==> src/rtl/wisc_pkg.sv <==
// Shared WISC definitions: opcodes, branch condition codes, flag bit
// positions and the branch-sequencer state encoding.
package wisc_pkg;

  localparam logic [3:0] OP_B   = 4'b1100;
  localparam logic [3:0] OP_BR  = 4'b1101;
  localparam logic [3:0] OP_HLT = 4'b1111;

  localparam logic [2:0] CC_NE     = 3'b000;
  localparam logic [2:0] CC_EQ     = 3'b001;
  localparam logic [2:0] CC_GT     = 3'b010;
  localparam logic [2:0] CC_LT     = 3'b011;
  localparam logic [2:0] CC_GE     = 3'b100;
  localparam logic [2:0] CC_LE     = 3'b101;
  localparam logic [2:0] CC_OV     = 3'b110;
  localparam logic [2:0] CC_UNCOND = 3'b111;

  // Flag vector is packed {Z,V,N}.
  localparam int FLAG_Z = 2;
  localparam int FLAG_V = 1;
  localparam int FLAG_N = 0;

  typedef enum logic [1:0] {
    ST_RUN   = 2'd0,
    ST_STALL = 2'd1,
    ST_HALT  = 2'd2
  } br_state_t;

endpackage

==> src/rtl/br_cond.sv <==
// Combinational branch-condition evaluator: decides taken from a 3-bit
// condition code and the {Z,V,N} flag vector.
module br_cond
  import wisc_pkg::*;
(
  input  logic [2:0] cond,
  input  logic [2:0] flags,
  output logic       taken
);

  logic z, v, n;

  assign z = flags[FLAG_Z];
  assign v = flags[FLAG_V];
  assign n = flags[FLAG_N];

  always_comb begin
    unique case (cond)
      CC_NE:     taken = !z;
      CC_EQ:     taken = z;
      CC_GT:     taken = !z && !n;
      CC_LT:     taken = n;
      CC_GE:     taken = z || (!z && !n);
      CC_LE:     taken = n || z;
      CC_OV:     taken = v;
      CC_UNCOND: taken = 1'b1;
      default:   taken = 1'b0;
    endcase
  end

endmodule

==> src/rtl/branch_ctrl.sv <==
// Branch and halt sequencer: owns the architectural flags, stalls a branch in
// ID until its flags/source register are final, then redirects and flushes.
module branch_ctrl
  import wisc_pkg::*;
#(
  parameter int CNT_W = 16
) (
  input  logic             clk,
  input  logic             rst,
  input  logic             id_valid,
  input  logic [15:0]      id_instr,
  input  logic             ex_valid,
  input  logic [2:0]       ex_flag_we,
  input  logic [2:0]       ex_flags,
  input  logic             ex_wr_en,
  input  logic [3:0]       ex_rd,
  input  logic             mem_wr_en,
  input  logic [3:0]       mem_rd,
  output logic [2:0]       flags,
  output logic             stall,
  output logic             redirect,
  output logic             flush_ifid,
  output logic             halted,
  output logic [CNT_W-1:0] br_taken_cnt,
  output logic [CNT_W-1:0] stall_cnt
);

  br_state_t  state_q, state_d;
  logic [2:0] flags_q;

  logic [3:0] opcode;
  logic [2:0] cond;
  logic [3:0] rs;
  logic       is_branch, is_br, is_hlt;
  logic       flag_haz, reg_haz, hazard;
  logic       taken;
  logic       stall_c, redirect_c, halted_c;

  // Immediate/offset bits are consumed by the PC adder, not here.
  logic unused_instr_bits;
  assign unused_instr_bits = ^{id_instr[8], id_instr[3:0]};

  assign opcode = id_instr[15:12];
  assign cond   = id_instr[11:9];
  assign rs     = id_instr[7:4];

  assign is_branch = id_valid && (opcode == OP_B || opcode == OP_BR);
  assign is_br     = id_valid && (opcode == OP_BR);
  assign is_hlt    = id_valid && (opcode == OP_HLT);

  // A flag write in EX lands at the next edge, so a conditional branch must
  // wait one cycle to see it rather than bypassing the ALU result.
  assign flag_haz = is_branch && (cond != CC_UNCOND) && ex_valid && (ex_flag_we != 3'b000);
  assign reg_haz  = is_br && ((ex_valid && ex_wr_en && (ex_rd == rs)) ||
                              (mem_wr_en && (mem_rd == rs)));
  assign hazard   = flag_haz || reg_haz;

  br_cond u_br_cond (
    .cond  (cond),
    .flags (flags_q),
    .taken (taken)
  );

  always_comb begin
    // NOTE: every output of this block gets a default first so no path can
    // leave one unassigned and infer a latch.
    state_d    = state_q;
    stall_c    = 1'b0;
    redirect_c = 1'b0;
    halted_c   = 1'b0;

    unique case (state_q)
      ST_RUN: begin
        if (is_branch) begin
          if (hazard) begin
            stall_c = 1'b1;
            state_d = ST_STALL;
          end else begin
            redirect_c = taken;
          end
        end else if (is_hlt) begin
          stall_c  = 1'b1;
          halted_c = 1'b1;
          state_d  = ST_HALT;
        end
      end
      ST_STALL: begin
        if (!is_branch) begin
          state_d = ST_RUN;
        end else if (hazard) begin
          stall_c = 1'b1;
        end else begin
          redirect_c = taken;
          state_d    = ST_RUN;
        end
      end
      ST_HALT: begin
        stall_c  = 1'b1;
        halted_c = 1'b1;
      end
      default: state_d = ST_RUN;
    endcase

    // Control outputs stay quiet for the whole reset cycle.
    if (rst) begin
      stall_c    = 1'b0;
      redirect_c = 1'b0;
      halted_c   = 1'b0;
    end
  end

  always_ff @(posedge clk) begin
    // NOTE: state is updated with non-blocking assignments so every register
    // samples the pre-edge values, independent of statement order.
    if (rst) begin
      state_q      <= ST_RUN;
      flags_q      <= 3'b000;
      br_taken_cnt <= '0;
      stall_cnt    <= '0;
    end else begin
      state_q <= state_d;
      for (int i = 0; i < 3; i++) begin
        if (ex_valid && ex_flag_we[i]) flags_q[i] <= ex_flags[i];
      end
      if (redirect_c && (br_taken_cnt != '1)) br_taken_cnt <= br_taken_cnt + 1'b1;
      if (stall_c && (state_q != ST_HALT) && (stall_cnt != '1)) stall_cnt <= stall_cnt + 1'b1;
    end
  end

  assign flags      = flags_q;
  assign stall      = stall_c;
  assign redirect   = redirect_c;
  assign flush_ifid = redirect_c;
  assign halted     = halted_c;

endmodule

==> config.mk <==
export PLATFORM = sky130hd
export DESIGN_NAME = branch_ctrl
export DESIGN_NICKNAME = d
export VERILOG_FILES = /design/src/rtl/wisc_pkg.sv /design/src/rtl/br_cond.sv /design/src/rtl/branch_ctrl.sv
export SDC_FILE = /design/constraint.sdc
export NUM_CORES = 1
export LEC_CHECK = 0
export BUFFER_PORTS_ARGS = -buffer_cell sky130_fd_sc_hd__buf_4
export CAP_MARGIN = 10
export CORE_MARGIN = 1
export CORE_UTILIZATION = 45
export DETAILED_ROUTE_END_ITERATION = 8
export PLACE_DENSITY = 0.73
export RECOVER_POWER = 50
export SETUP_SLACK_MARGIN = 0.4
export SKIP_CTS_REPAIR_TIMING = 1
export SLEW_MARGIN = 0
export SYNTH_ARGS = -nofsm -noshare
export SYNTH_HDL_FRONTEND = slang
export SYNTH_HIERARCHICAL = 1
export SYNTH_SLANG_ARGS = --single-unit
export TNS_END_PERCENT = 1
==> constraint.sdc <==
create_clock -name clk -period 2.45 [get_ports clk]
set_input_delay 0.245 -clock clk [delete_from_list [all_inputs] [get_ports clk]]
set_output_delay 0.245 -clock clk [all_outputs]
set_load 0.05 [all_outputs]
# Word-level counts from Yosys, hierarchy flattened
# Index checks and enable logic that the tools add are counted.
# totals
output_inout_bits,39
wordCells,79
input_bits,36
ff_bits,37
ramBits,0
latch_bits,0
rom_bits,0
memories,0
# classes
shift,0
order_cmp,0
reduce_logical,29
eq_ne,21
div_mod_pow,0
bitwise,1
mul,0
n_addsub,2
muxes,20
# ops
op,count
"adder 16 x 1 -> 16 bit, second input constant",2
"inequality test 16 bit, second input constant",2
logical AND 1 bit,17
"equality test 3 bit, second input constant",4
"equality test 4 bit, second input constant",3
"inequality test 3 bit, second input constant",4
two-way mux 1 bit,11
two-way mux 2 bit,5
equality test 4 bit,2
case mux 1 bit (8 select lines),1
"equality test 3 x 2 -> 1 bit, second input constant",2
case mux 2 bit (3 select lines),1
logical OR 1 bit,5
AND reduction 4 bit,1
"equality test 3 x 1 -> 1 bit, second input constant",1
logical NOT 3 bit,1
case mux 1 bit (3 select lines),1
nonzero test 3 bit,1
"equality test 2 x 1 -> 1 bit, second input constant",1
"equality test 2 bit, second input constant",1
logical NOT 1 bit,2
logical NOT 2 bit,1
"inequality test 2 bit, second input constant",1
case mux 1 bit (2 select lines),1
other kinds (2),2

# Logic depth before layout (Yosys ltp)
# Gate-level depths: netlist (run 1).
# logic_depth
depth_word,13
mapped_depth,11
ltp_nobuf,9

# Modules after synthesis
# The synthesis (run 1) kept the hierarchy.
# by_module_without_submodules
mod,instances,seq_area_each_um2,area_each_um2,cells_each
branch_ctrl,1,740.7,2023.2,253
br_cond,1,0.0,76.3,11

# Worst setup path before layout (run 1)
# No wires, ideal clock.
# synth_timing
kind,register to output
start,"register flags_q[0], in the netlist flags[0]"
end,output redirect
required_time_ns,2.205
path_buffers,1
path_slack_ns,-0.026
t_arrival_ns,2.231
path_stages_with_launch,8
cell_sequence,dfxtp_1 -> nand2_1 -> mux2i_1 -> a21oi_1 -> o21a_1 -> nand2_1 -> nor2_1 -> buf_4
# synth_via
elab_chain_cells,8
word_cells_on_any_way,9
classes_between,mux: 5; reduce/logical: 4
# synth_rtl
element,line_no,source
"start, declared",branch_ctrl.sv:29,logic [2:0] flags_q;
"start signal, assigned by index",branch_ctrl.sv:123,if (ex_valid && ex_flag_we[i]) flags_q[i] <= ex_flags[i];
logical NOT 1 bit,"br_cond.sv:21, br_cond.sv:23",
logical AND 1 bit,"br_cond.sv:21, br_cond.sv:23",
logical OR 1 bit,br_cond.sv:23,CC_GE: taken = z || (!z && !n);
case mux 1 bit (8 select lines) *,br_cond.sv:18,unique case (cond)
named net taken,branch_ctrl.sv:36,logic taken;
two-way mux 1 bit *,"branch_ctrl.sv:75, branch_ctrl.sv:90",
two-way mux 1 bit *,branch_ctrl.sv:88,if (!is_branch) begin
two-way mux 1 bit *,--,
two-way mux 1 bit *,branch_ctrl.sv:105,if (rst) begin
"end, declared",branch_ctrl.sv:21,"output logic redirect,"
# Mark *: on every way through the listed nets, which the timed path passes. The rest lies on a longest branch.

# Worst setup path after layout (run 1)
# layout_timing
start,input id_instr[4]
end,register br_taken_cnt[9]
# layout_via
elab_chain_cells,10
word_cells_on_any_way,12
classes_between,eq/ne: 2; mux: 4; reduce/logical: 6
# layout_rtl
element,line_no,source
"start, declared",branch_ctrl.sv:11,"input logic [15:0] id_instr,"
"equality test 4 bit, on equally long branches","branch_ctrl.sv:54, branch_ctrl.sv:55",
"logical AND 1 bit, on equally long branches","branch_ctrl.sv:54, branch_ctrl.sv:55",
logical OR 1 bit *,branch_ctrl.sv:54,assign reg_haz = is_br && ((ex_valid && ex_wr_en && (ex_rd == rs)) ||
logical AND 1 bit *,branch_ctrl.sv:54,
logical OR 1 bit *,branch_ctrl.sv:56,assign hazard = flag_haz || reg_haz;
two-way mux 1 bit *,"branch_ctrl.sv:75, branch_ctrl.sv:90",
two-way mux 1 bit *,branch_ctrl.sv:88,
two-way mux 1 bit *,--,
two-way mux 1 bit *,branch_ctrl.sv:105,
logical AND 1 bit *,branch_ctrl.sv:125,if (redirect_c && (br_taken_cnt != '1)) br_taken_cnt <= br_taken_cnt + 1'b1;
"end signal, assigned",branch_ctrl.sv:125,
"end, declared",branch_ctrl.sv:24,"output logic [CNT_W-1:0] br_taken_cnt,"
# Mark *: on every way between the ends. The rest lies on a longest branch, timed or not.
# A chain may end at the register's enable or synchronous reset.

==> impl_summary.txt, run 1 <==
----------------------------------------------------
[Run status]
  Outcome ... complete, no violations

[Critical path]
  Flop-to-flop setup slack ... 340 ps
  Worst setup path start ... id_instr[4]
  Cell type of the slowest stage on the worst timing path ... a41oi_1
  Setup crit end kind ... flop
  Worst reg2reg endpoint ... br_taken_cnt[9]$_SDFFE_PP0P_
  Critical Setup Path Class ... in2reg
  Data arrival time of the critical path ... 2350 ps
  Maximum fanout along the worst path ... 8
  Critical Path Start Type ... input port
  Cells along the critical path ... buf_4, xnor2_1, nand4_1, nor4_1, a41oi_1, nand4_1, buf_4, or3_1, a21oi_1
  Logic depth of the worst register-to-register path ... 8
  Source of the worst register-to-register timing path ... br_taken_cnt[7]$_SDFFE_PP0P_
  Required arrival time at the worst endpoint ... ~2700 ps
  Biggest cell delay along the critical path ... between 500 and 600 ps

[Floorplanning]
  Initial Util ... 47.56%
  Placeable core area ... 0.004414 mm2
  Vertical extent of the die ... 70.31 um
  Die X ... 70.31 um
  Die Area ... 0.004943 mm2
  FP Rows ... 24
  I/O pin count ... 75

[STA]
  Number of max-slew violations in the final report ... 0
  Unrepaired setup endpoints after global routing ... true
  Final clock skew ... roughly 5.0 ps
  Transition time of the tightest slew-check pin ... 1133 ps
  Post-route clock period utilization ... 87.17%
  Min Tclk post-route ... ~2100 ps
  Highest clock rate ... approximately 470 MHz
  Setup-failing EPs final ... 0
  Slew Limit Headroom ... 24.45%
  Final Hold Violating Endpoints ... 0
  Final sum of negative setup slack ... 0 ps

[Logic synthesis]
  Area share of the largest cell type after synthesis ... 35.28%
  Top cells by area, synth ... dfxtp_1 (35%), a21oi_1 (5.7%), nand3_1 (5.5%)
  Average footprint of a synthesized cell ... 7.953 um2
  Ys Warns ... 6
  Mapped Nets ... just over 300
  Biggest area consumer among synthesized cells ... dfxtp_1
  Share of flip-flops with an asynchronous set or reset after synthesis ... 0%
  Cell area after synthesis ... roughly 0.0021 mm2
  Most frequently used flop master after synthesis ... dfxtp_1
  Number of synthesized register bits ... 37
  Gate Count Post-Synth ... around 260
  Sequential element share of the synthesized area ... 35.28%
  Number of flops mapped to enable cells by yosys ... 0
  Unique cell type count in the Yosys netlist ... 43

[Hold path]
  Hold Crit Endpoint ... flags[2]$_SDFFE_PP0P_
  Worst Hold Launch ... ex_flags[2]
  Cell depth of the worst min-delay path ... 3
  Worst min-delay path class ... in2reg

[Route]
  Length of the first detailed-routing pass in iterations ... 5
  WL/cell ... 14.51 um
  Post-DRT Antenna Nets ... 0
  Final routed DRC violation total ... 0
  Total detailed-routing wirelength ... 5704 um
  Vias after detailed routing ... about 2300
  Post-detailed-route via-to-cell ratio ... about 5.7
  Initial drt markers ... 145

[Cells and area]
  Ant. Diodes ... 0
  Layout Cells excl Fill ... 393
  Share of post-route cells with drive strength above 1 ... 27.27%
  # nets final ... 378
  Area overhead of the layout relative to synthesis ... 33.55%

[Global route]
  Initial antenna violation count ... 0
  Gr usage total ... between 20% and 30%
  Wire length of the first global-routing pass ... 8700 um
  Maximum number of pins on one net before global-route repair ... 27
  Number of global-route vias before repair ... 1994
  Final global-route overflow total ... 0

[Clocking]
  Htree depth ... 2
  Clock root buffer ... clkbuf_8
  CTS max path bufs ... 2
  Clock input transition at the sequential cells of the worst setup and hold paths ... 80 ps
  CTS tree ... yes
  CTS Sinks ... 37
  Worst-skew pair later-pin latency ... between 200 and 300 ps
  Number of CTS-inserted buffers ... 5

[Power]
  Worst IR Drop VDD ... 0.2743 mV
  PD cells ... 457.6 mW/mm2
  Leakage ... around 1 nW

[Place]
  GPL Wtd Cong ... between 0.7 and 0.8
  Detailed placement HPWL ... 3722 um
  Port-buffer cells ... 69
  Number of cells after detailed placement ... 376

[Run]
  # Max-Cap Violations ... 0

----------------------------------------------------
## worst max path at each step
stage	endpoint	slack, ps	depth (start not counted)
2_1_floorplan	br_taken_cnt[1]$_SDFFE_PP0P_	240	9
3_3_place_gp	stall_cnt[15]$_SDFFE_PP0P_	270	7
3_5_place_dp	stall_cnt[15]$_SDFFE_PP0P_	250	7
4_1_cts	stall_cnt[15]$_SDFFE_PP0P_	230	7
5_1_grt	br_taken_cnt[8]$_SDFFE_PP0P_	240	9
6_report	br_taken_cnt[9]$_SDFFE_PP0P_	310	9
## cell type report
type / instances / area (um2)
Clock inverter: 2 / 38.79
Timing Repair Buffer: 82 / 495.5
Clock buffer: 6 / 72.57
Tap cell: 52 / 65.06
Multi-Input combinational cell: 207 / 1350
Sequential cell: 37 / 755.7
Inverter: 7 / 26.28
Fill cell: 429 / 1610
## cell usage after synthesis, types with 5 or more instances
master and count:
o21a_1 7, inv_1 7, nor4_1 9, o21ai_0 18, xor2_1 7, nand2_1 23, nand4_1 8, clkbuf_1 7
nor3_1 5, nor2_1 11, or3_1 15, a21oi_1 24, dfxtp_1 37, nand3_1 23, o31a_1 7
## power by group
| group | internal, mW | switching [mW] |
|---|---|---|
| Clock | 0.306 | 0.231 |
| Combinational | 0.0634 | 0.0767 |
| Sequential | 0.603 | 0.00329 |
| Total | 0.972 | 0.311 |
## flip-flops by register name, summed over array words and instances, names as in the netlist
| register | count |
|---|---|
| state_q | 2 |
| stall_cnt | 16 |
| flags | 3 |
| br_taken_cnt | 16 |
## layer usage
| metal | share of wire, % | GRT usage, % | vias up |
|---|---|---|---|
| li1 | - | - | 1141 |
| met5 | 0 | 0 | - |
| met4 | 1.6 | 6.000 | 0 |
| met3 | 4.9 | 3.896 | 12 |
| met2 | 50 | 37.14 | 59 |
| met1 | 43 | 26.95 | 1045 |
## critical path, delay by kind of cell
kind | cells | cell delay [ps]
buf+inv | 2 | 400
xor+xnor | 1 | 110
simple gates | 4 | 910
compound gates | 2 | 690
## layout by cell type, fill, tap and decap left out, drive strengths merged, types with 4 or more instances in the layout
master | synthesis | routed
nor3 | 5 | 5
inv | 7 | 7
or4 | 4 | 4
and4 | 4 | 4
nand4 | 8 | 8
o21ai | 18 | 18
or3 | 16 | 16
a21oi | 24 | 24
buf | 8 | 48
nand2 | 23 | 23
and3 | 5 | 7
nand3 | 25 | 25
dfxtp | 37 | 37
o21a | 7 | 7
o31a | 7 | 7
clkbuf | 7 | 40
nor2 | 12 | 12
xor2 | 7 | 7
nor4 | 9 | 9
## cells by family after synthesis
kind of cell               Yosys count  share of synthesized area (%)
AOI/OAI and AO/OA                   68                          19.85
xor gates and xnor gates            10                          4.172
adders and majority gates            2                          1.192
buffers and inverters               22                          5.066
DFF                                 37                          35.28
muxes                                4                          1.967
and+or+nand+nor                    121                          32.48
## through the flow
step	power, mW	worst slack [ps]	utilization, %	hold slack (ps)	area (um2)
after floorplan	0.6921	240.1	-	392.5	2117
after global placement	0.7489	269.8	60.37	474.0	2665
after detailed placement	0.7504	249.9	60.37	471.6	2665
after CTS	1.282	226.8	62.90	211.0	2776
after global routing	1.322	239.1	63.52	208.4	2804
final	1.283	314.3	63.52	204.0	2804
Note: power is estimated with default switching activity, not from simulation.
==> run 2: changes to the inputs <==
--- a/config.mk
+++ b/config.mk
@@ -10,7 +10,7 @@
 export CORE_MARGIN = 1
 export CORE_UTILIZATION = 45
 export DETAILED_ROUTE_END_ITERATION = 8
-export PLACE_DENSITY = 0.73
+export PLACE_DENSITY = 0.71
 export RECOVER_POWER = 50
 export SETUP_SLACK_MARGIN = 0.4
 export SKIP_CTS_REPAIR_TIMING = 1
==> run 2 against run 1 <==
Die area is the same. Utilization grew 0.17 points. Final area grew 0.27%. Clock skew shrank 0.54 ps. Cell count is the same. Via count shrank 1.7%. Non-clock buffer count grew 1. Sequential cell count is the same. Routed wire length shrank 5.6%. First-iteration DRC count grew 6.2%. Clock power shrank 2%.
==> impl_summary.txt, run 2 (same netlist as run 1, synthesis figures left out) <==
----------------------------------------------------
[Run status]
  Outcome ... complete, no violations

[Place]
  Port-buffer cells ... 69
  Post-place instance area ... 0.002665 mm2
  Detailed placement HPWL ... around 3700 um
  GPL Wtd Cong ... 0.7397

[Global route]
  Final global-route overflow total ... 0
  Wire length of the first global-routing pass ... 8500 um
  Number of global-route vias before repair ... 1951
  Maximum number of pins on one net before global-route repair ... 35
  Gr usage total ... 20.78%
  Initial antenna violation count ... 0

[Power]
  Internal power ... about 0.98 mW
  PD cells ... 453.7 mW/mm2
  Worst IR Drop VDD ... 0.3416 mV
  Leakage ... between 1 and 1.5 nW
  Clk pwr share ... 41.1%
  Switching Share ... between 20% and 30%
  Net load switching power ... 0.3002 mW
  Sequential fraction of design power ... approximately 48%
  Fraction of power consumed by combinational cells ... 11.3%

[Cells and area]
  Share of post-route cells with drive strength above 1 ... a little over a quarter
  Most common library cell in the layout ignoring fill and taps ... buf_4
  Area overhead of the layout relative to synthesis ... 33.91%
  # nets final ... 378
  Ant. Diodes ... 0
  Area of the multi-input gates ... approximately 0.0013 mm2
  Design Area, Final ... 0.002811 mm2
  Top library cells by usage in the layout, fill and taps aside ... buf_4 (47), clkbuf_1 (34), dfxtp_1 (29)
  Count of filler cells inserted in the layout ... 430
  Final core utilization ... 63.69%
  Area of all sequential standard cells ... 750.7 um2

[Hold path]
  Worst min-delay path class ... in2reg

[Clocking]
  Worst-skew pair later-pin latency ... 280 ps
  CTS Sinks ... 37
  Clock root buffer ... clkbuf_8
  Number of CTS-inserted buffers ... 5
  Htree depth ... 2
  Clock input transition at the sequential cells of the worst setup and hold paths ... 80 ps
  CTS max path bufs ... 2
  CTS tree ... yes

[Floorplanning]
  I/O pin count ... 75
  Vertical extent of the die ... between 70 and 80 um
  Die X ... 70.31 um
  Placeable core area ... 0.004414 mm2
  Initial Util ... 47.56%
  FP Rows ... 24
  Die Area ... 0.004943 mm2

[Route]
  Post-detailed-route via-to-cell ratio ... 5.644
  Total detailed-routing wirelength ... 5386 um
  Length of the first detailed-routing pass in iterations ... 4
  Initial drt markers ... 154
  Final routed DRC violation total ... 0
  Post-DRT Antenna Nets ... 0
  Vias after detailed routing ... 2218
  WL/cell ... 13.70 um

[Critical path]
  Critical Path Start Type ... input port
  Data arrival time of the critical path ... about 1800 ps
  Setup crit end kind ... primary output
  Cells along the critical path ... buf_6, xnor2_2, nand4_1, nor4_1, a41oi_2, buf_4, nand2_4, nand3b_1, a31oi_1, buf_4
  Maximum fanout along the worst path ... 4
  Biggest cell delay along the critical path ... about 360 ps
  Required arrival time at the worst endpoint ... approximately 2200 ps
  Most repeated library cell on the critical path ... buf_4
  Critical Setup Path Class ... in2out
  Cell type of the slowest stage on the worst timing path ... nor4_1

[STA]
  Transition time of the tightest slew-check pin ... 607.8 ps
  Final Hold Violating Endpoints ... 0
  Post-route clock period utilization ... 83.12%
  Min Tclk post-route ... 2037 ps
  Slew Limit Headroom ... between 50% and 60%
  Setup-failing EPs final ... 0
  Unrepaired setup endpoints after global routing ... true
  Final sum of negative setup slack ... 0 ps
  Highest clock rate ... 491.0 MHz
  Final clock skew ... 4.498 ps
  Number of max-slew violations in the final report ... 0

[Run]
  # Max-Cap Violations ... 0

----------------------------------------------------
[run 2: stage by stage]
stage	hold slack, ps	total power, mW	cells	setup slack, ps
finish	217.6	1.276	393	413.5
global route	207.5	1.326	393	251.3
CTS	211.2	1.277	384	285.5
detailed placement	473.6	0.7513	376	276.1
global placement	465.3	0.7486	376	301.1
floorplan	392.5	0.6921	264	240.1
[run 2: cell type report]
| type | count | area share (%) |
|---|---|---|
| clock buffers | 6 | 2.581 |
| clock inverters | 2 | 1.380 |
| inverters | 7 | 0.9346 |
| multi-input cells | 206 | 47.93 |
| flip-flops and latches | 37 | 26.70 |
| well taps | 52 | 2.314 |
| repair buffers | 83 | 18.16 |
[run 2: final timing paths]
kind                          from                           end  slack (ps)  depth (start not counted)
max                    id_instr[4]                         stall         410                         10
min                    ex_flags[2]         flags[2]$_SDFFE_PP0P_         220                          3
min reg2reg  flags[1]$_SDFFE_PP0P_         flags[1]$_SDFFE_PP0P_         480                          2
max reg2reg  flags[0]$_SDFFE_PP0P_  br_taken_cnt[5]$_SDFFE_PP0P_         430                          9
[run 2: power by group through the flow]
stage	Combinational [mW]	Sequential (mW)	Clock, mW
6_report	0.144	0.607	0.524
5_1_grt	0.155	0.608	0.563
4_1_cts	0.131	0.607	0.540
3_5_place_dp	0.130	0.621	0
3_3_place_gp	0.127	0.621	0
2_1_floorplan	0.0626	0.630	0
[run 2: worst max-delay path: cells and delay by family]
kind | cells | cell delay (ps)
buffers and inverters | 3 | 520
XOR/XNOR | 1 | 120
AO/OA/AOI/OAI | 2 | 300
AND/OR/NAND/NOR | 4 | 600
[run 2: routing by layer]
metal	up-vias	track usage, %	share of wire [%]	wire length, um
met3	6	3.752	3.8	203
met2	43	37.04	49	2664
met4	0	4.667	1.1	57
li1	1138	-	-	-
met1	1031	25.76	46	2461
met5	-	0	0	0
